<file path="config.mk">
export PLATFORM = sky130hd
export DESIGN_NAME = regfile_rat
export DESIGN_NICKNAME = d
export VERILOG_FILES = /design/src/rtl/cpu_pkg.sv /design/src/rtl/regfile_rd_port.sv /design/src/rtl/regfile_rat.sv
export SDC_FILE = /design/constraint.sdc
export NUM_CORES = 2
export LEC_CHECK = 0
export ABC_CLOCK_PERIOD_IN_PS = 4800
export CAP_MARGIN = 20
export CORE_MARGIN = 2
export CORE_UTILIZATION = 30
export DETAILED_ROUTE_END_ITERATION = 16
export GPL_TIMING_DRIVEN = 0
export SLEW_MARGIN = 20
export SYNTH_ARGS = -nofsm -noshare
export SYNTH_HDL_FRONTEND = slang
export SYNTH_SLANG_ARGS = --single-unit
</file>
<file path="constraint.sdc">
create_clock -name clk -period 4.8 [get_ports clk]
set_clock_uncertainty 0.05 [all_clocks]
set_input_delay 0.48 -clock clk [delete_from_list [all_inputs] [get_ports clk]]
set_output_delay 0.48 -clock clk [all_outputs]
set_load 0.05 [all_outputs]
</file>
<file path="src/rtl/cpu_pkg.sv">
// Shared core definitions: default widths, register/tag types and busy-bit constants.
package cpu_pkg;

    localparam int unsigned XLEN_DEF  = 32;
    localparam int unsigned TAG_W_DEF = 4;
    localparam int unsigned NREG_DEF  = 32;

    typedef logic [$clog2(NREG_DEF)-1:0] reg_addr_t;
    typedef logic [TAG_W_DEF-1:0]        tag_t;

    localparam reg_addr_t REG_ZERO = '0;

    localparam logic Busy = 1'b1;
    localparam logic Free = 1'b0;

endpackage

</file>
<file path="src/rtl/regfile_rd_port.sv">
// Single rename-table lookup: invalid/x0 masking plus optional commit bypass.
// Bypass is compiled in when REGFILE_COMMIT_BYPASS_EN is defined.
module regfile_rd_port
    import cpu_pkg::*;
#(
    parameter int unsigned XLEN  = XLEN_DEF,
    parameter int unsigned TAG_W = TAG_W_DEF,
    parameter int unsigned AW    = 5
) (
    input  logic             rst_n,
    input  logic             valid_i,
    input  logic [AW-1:0]    addr_i,
    input  logic [XLEN-1:0]  reg_data_i,
    input  logic             reg_busy_i,
    input  logic [TAG_W-1:0] reg_tag_i,
    input  logic             cm_valid_i,
    input  logic [TAG_W-1:0] cm_tag_i,
    input  logic [XLEN-1:0]  cm_data_i,
    output logic [XLEN-1:0]  data_o,
    output logic             busy_o,
    output logic [TAG_W-1:0] tag_o
);

`ifndef REGFILE_COMMIT_BYPASS_EN
    logic unused_cm;
    assign unused_cm = ^{cm_valid_i, cm_tag_i, cm_data_i};
`endif

    always_comb begin
        data_o = '0;
        busy_o = Free;
        tag_o  = '0;
        if (rst_n && valid_i && (addr_i != AW'(REG_ZERO))) begin
`ifdef REGFILE_COMMIT_BYPASS_EN
            // Producer is retiring this very cycle: hand out its result directly.
            if ((reg_busy_i == Busy) && cm_valid_i && (reg_tag_i == cm_tag_i)) begin
                data_o = cm_data_i;
            end else begin
                data_o = reg_data_i;
                busy_o = reg_busy_i;
                tag_o  = reg_tag_i;
            end
`else
            data_o = reg_data_i;
            busy_o = reg_busy_i;
            tag_o  = reg_tag_i;
`endif
        end
    end

endmodule

</file>
<file path="src/rtl/regfile_rat.sv">
// Architectural register file with rename (tag/busy) table, ROB commit port and flush.
// Optional same-cycle commit bypass on reads: REGFILE_COMMIT_BYPASS_EN.
module regfile_rat
    import cpu_pkg::*;
#(
    parameter int unsigned XLEN   = XLEN_DEF,
    parameter int unsigned NREG   = NREG_DEF,
    parameter int unsigned TAG_W  = TAG_W_DEF,
    parameter int unsigned NUM_RD = 2,
    localparam int unsigned AW    = $clog2(NREG)
) (
    input  logic                    clk,
    input  logic                    rst_n,
    input  logic                    rdy,
    input  logic                    clear,
    input  logic [NUM_RD-1:0]       rd_valid_i,
    input  logic [NUM_RD*AW-1:0]    rd_addr_i,
    output logic [NUM_RD*XLEN-1:0]  rd_data_o,
    output logic [NUM_RD-1:0]       rd_busy_o,
    output logic [NUM_RD*TAG_W-1:0] rd_tag_o,
    input  logic                    rn_valid_i,
    input  logic [AW-1:0]           rn_addr_i,
    input  logic [TAG_W-1:0]        rn_tag_i,
    input  logic                    cm_valid_i,
    input  logic [AW-1:0]           cm_addr_i,
    input  logic [TAG_W-1:0]        cm_tag_i,
    input  logic [XLEN-1:0]         cm_data_i
);

    logic [XLEN-1:0]  data_q [NREG];
    logic [XLEN-1:0]  data_d [NREG];
    logic [TAG_W-1:0] tag_q  [NREG];
    logic [TAG_W-1:0] tag_d  [NREG];
    logic             busy_q [NREG];
    logic             busy_d [NREG];

    // Rename is applied after the commit so it overrides the busy clear on a same-address collision.
    always_comb begin
        data_d = data_q;
        tag_d  = tag_q;
        busy_d = busy_q;
        if (rdy) begin
            if (cm_valid_i && (cm_addr_i != AW'(REG_ZERO))) begin
                data_d[cm_addr_i] = cm_data_i;
                if (tag_q[cm_addr_i] == cm_tag_i) begin
                    busy_d[cm_addr_i] = Free;
                end
            end
            if (clear) begin
                for (int unsigned r = 0; r < NREG; r++) begin
                    busy_d[r] = Free;
                end
            end else if (rn_valid_i && (rn_addr_i != AW'(REG_ZERO))) begin
                tag_d[rn_addr_i]  = rn_tag_i;
                busy_d[rn_addr_i] = Busy;
            end
        end
    end

    always_ff @(posedge clk) begin
        if (!rst_n) begin
            for (int unsigned r = 0; r < NREG; r++) begin
                data_q[r] <= '0;
                tag_q[r]  <= '0;
                busy_q[r] <= Free;
            end
        end else begin
            data_q <= data_d;
            tag_q  <= tag_d;
            busy_q <= busy_d;
        end
    end

    for (genvar p = 0; p < NUM_RD; p++) begin : g_rd
        logic [AW-1:0] addr;
        assign addr = rd_addr_i[p*AW +: AW];

        regfile_rd_port #(
            .XLEN  (XLEN),
            .TAG_W (TAG_W),
            .AW    (AW)
        ) u_port (
            .rst_n      (rst_n),
            .valid_i    (rd_valid_i[p]),
            .addr_i     (addr),
            .reg_data_i (data_q[addr]),
            .reg_busy_i (busy_q[addr]),
            .reg_tag_i  (tag_q[addr]),
            .cm_valid_i (cm_valid_i),
            .cm_tag_i   (cm_tag_i),
            .cm_data_i  (cm_data_i),
            .data_o     (rd_data_o[p*XLEN +: XLEN]),
            .busy_o     (rd_busy_o[p]),
            .tag_o      (rd_tag_o[p*TAG_W +: TAG_W])
        );
    end

endmodule

</file>
==> results.tsv <==
stage	metric	value	unit
layout	seq_area	23700	sq um
sta	finalCriticalPeriod	5072	ps
clock_tree	hold_buffers	0	
pwr	p_clk_share	47.5	%
worst_setup_path	path_class	primary input to output pin	
synth	netlist_area	65350	sq um
pwr	p_sw_share	30.61	%
sta	maxSlewHeadroom	12.04	%
layout	final_nets	7931	
sta	worst_pin_slew	1319	ps
pwr	power_density	329.5	nW/um^2
die	initial_core_util	30.12	%
layout	drive_above_1_share	15.07	%
drt	drc	0	
die	num_rows	171	
global_route	grt_max_degree	17	
worst_setup_path	worst_ep_arrival_time	4540	ps
sta	max_freq	0.1972	GHz
sta	rsz0062_at_grt	yes	
clock_tree	cts_buffers	148	
layout	syn2layout_area_growth	19.16	%
global_route	grt_pass1_vias	61190	
worst_hold_path	hold_path_class	primary input to register	
layout	final_area	77880	sq um
pwr	seqPwrFrac	38.6	%
layout	final_util	35.90	%
worst_setup_path	r2r_cells	8	
layout	multi_input_area	39660	sq um
global_route	antenna_found_initial	51	
synth	syn_inst	7534	
drt	drtPass1Iterations	6	
clock_tree	clockBufferDepth	3	
die	dieArea	221600	sq um
synth	synth-main-ff-cell	dfxtp_1	
synth	avgSynthCellArea	8.675	sq um
synth	ys_ff_latch	1184	
die	die_h	470.7	microns
clock_tree	cts_tree	yes	
pwr	power.internal	17810	uW
drt	wl_per_cell	39.23	microns
clock_tree	insertion_delay	850	ps
synth	ys_seq_area_share	36.27	%
synth	synth-edff-count	0	
die	die_x	470.7	microns
worst_setup_path	worstPathRequired	4270	ps
pwr	p_leak	0.02635	uW
pwr	peakVddDrop	0.3584	mV
sta	finalHoldViolations	0	
global_route	grt_pass1_wl	557500	microns
sta	setup_viol	56	
drt	num_vias	66110	
drt	final_antenna_net_count	0	
drt	routed_via_density	6.094	
run_status	outcome	finished with violations	
worst_setup_path	cp-end-kind	output pin	
synth	synth_nets	7602	
clock_tree	cts.sinks	1184	
place	place_hpwl	329000	microns
synth	async_flop_share	0	%
place	globalplace.congestion	1.044	
clock_tree	clockRootBuffer	clkbuf_16	
run_status	violations	setup timing	
layout	final_cells	10850	
clock_tree	path_clk_slew	60	ps
clock_tree	ctsHtreeMaxLevel	4	
worst_setup_path	cp_max_fo	10	
synth	synth_cell_types	42	
place	postPlaceCellArea	71340	sq um
drt	wirelength	425500	microns
die	io_pins	142	
pwr	power_frac_comb	13.9	%
drt	drt_iter0_drc	9546	
global_route	overflow	0	
layout	nFillCells	22350	
run	drv_cap	0	
worst_setup_path	start_kind	primary input	
place	placed_cells	10560	
sta	fin_ws	-272.2	ps
worst_hold_path	hold_depth	3	
place	port_buffers	135	
die	core-area	217000	sq um
synth	synth-warning-count	0	
global_route	track_usage	37.08	%
sta	slew_violations	0	
pwr	p_sw	7854	uW
sta	period_share	105.7	%
## Yosys cell counts, types with 70 or more instances
library cell	number	area share (%)
nand3_1	70	0.54
dfxtp_1	1184	36
mux2i_1	507	7.8
nor2_1	198	1.1
a21oi_1	166	1.3
mux2_2	145	2.5
mux4_2	324	11
a21boi_0	1085	12
a22oi_1	160	1.8
buf_1	75	0.43
a221oi_1	144	1.9
clkbuf_1	627	3.6
o21ai_0	253	1.9
o211a_1	72	1.1
o211ai_1	73	0.84
nand2_1	2143	12
## metrics by stage
| stage | power [uW] | setup TNS [ps] | setup WS, ps | hold WS [ps] |
|---|---|---|---|---|
| final | 25660 | -6924 | -272.2 | 314.4 |
| after global routing | 25920 | -53.19 | -21.73 | 333.5 |
| after CTS | 25430 | -6.850 | -6.850 | 276.2 |
| after detailed placement | 13400 | -200220 | -2251 | 418.2 |
| after global placement | 13310 | -329800 | -3565 | 407.9 |
| after floorplan | 11510 | 0 | 1304 | 397.2 |
## final timing paths
check / from / endpoint / slack, ps
worst min register to register: data_q[769]$_SDFFE_PN0P_ / data_q[769]$_SDFFE_PN0P_ / 420
worst max-delay path: rd_addr_i[7] / rd_data_o[38] / -270
worst max register to register: tag_q[12]$_SDFFE_PN0P_ / busy_q[10]$_SDFFE_PN0P_ / 1140
worst min-delay path: rn_tag_i[2] / tag_q[26]$_SDFFE_PN0P_ / 310
## cell usage in the layout, fill, tap and decap left out, types with 13 or more instances in the layout
cell             count
buf_16              18
o21ai_0            201
nand3_1             70
nor2_1             192
a221oi_4            17
clkbuf_4            45
mux2_2             145
a31oi_1             25
clkdlybuf4s50_1     61
clkinv_2            24
o21ai_1             46
a22oi_1            160
clkbuf_16          151
bufinv_16           13
and3_1              17
buf_2               75
nand2b_1            13
clkdlybuf4s15_2     34
buf_12              13
a21oi_4             13
dlygate4sd2_1       32
nor3_1              23
clkbuf_2            91
diode_2             17
nor2b_1             65
a21oi_1            107
dfxtp_1           1184
a221oi_1            83
a221oi_2            44
clkbuf_1           509
a21boi_0          1085
mux2i_1            507
nand2_1           2143
mux4_2             324
a21oi_2             46
buf_4               43
o211ai_1            73
and2_1              49
clkbuf_8            45
o211a_1             65
## registers in the layout, indices dropped and copies added, names as in the netlist
| register | count |
|---|---|
| tag_q | 128 |
| busy_q | 32 |
| data_q | 1024 |
## metal layers
layer	wire, microns	global-route usage [%]	up-vias	part of all wire, %
met2	177600	54.80	4528	42
met1	161900	45.89	33030	38
met5	141	0	-	0.033
li1	-	-	27290	-
met3	45660	9.745	1236	11
met4	40260	28.56	20	9.5
## power by group through the flow
stage | registers, uW | clock network [uW] | logic [uW]
floorplan | 10100 | 0 | 1410
global placement | 10100 | 0 | 3200
detailed placement | 10100 | 0 | 3290
CTS | 9900 | 12200 | 3380
global route | 9900 | 12500 | 3480
finish | 9900 | 12200 | 3580
## worst max-delay path, stage by stage
cell             delay, ps
clkdlybuf4s15_1        580
or2_2                  220
clkbuf_2               510
clkbuf_2               490
o21ai_0                160
a21oi_1                460
nor2_1                  80
o211ai_1               620
o211a_1                470
clkdlybuf4s15_2        440
## cell type report
cell class | instances | share of cell area (%)
Clock inverter | 54 | 0.9768
Sequential cell | 1184 | 30.44
Inverter | 3 | 0.01446
Clock buffer | 210 | 5.599
Antenna cell | 17 | 0.05463
Tap cell | 2854 | 4.585
Buffer | 758 | 4.564
Timing Repair Buffer | 179 | 2.845
Multi-Input combinational cell | 5589 | 50.92
## cells by family after synthesis
kind of cell / count (synthesis) / share of synthesized area [%]
compound gates: 2005 / 21.95
xor+xnor: 1 / 0.01340
buf+inv: 761 / 4.495
flops: 1184 / 36.27
mux: 976 / 21.43
simple gates: 2607 / 15.84
## timing repair
| action | in CTS | in global routing |
|---|---|---|
| pin swaps | 20 | 13 |
| buffers inserted | 3 | 0 |
| endpoints found under the setup margin | 84 | 56 |
| gates resized for setup | 528 | 57 |
Note: power is estimated with default switching activity, not from simulation.
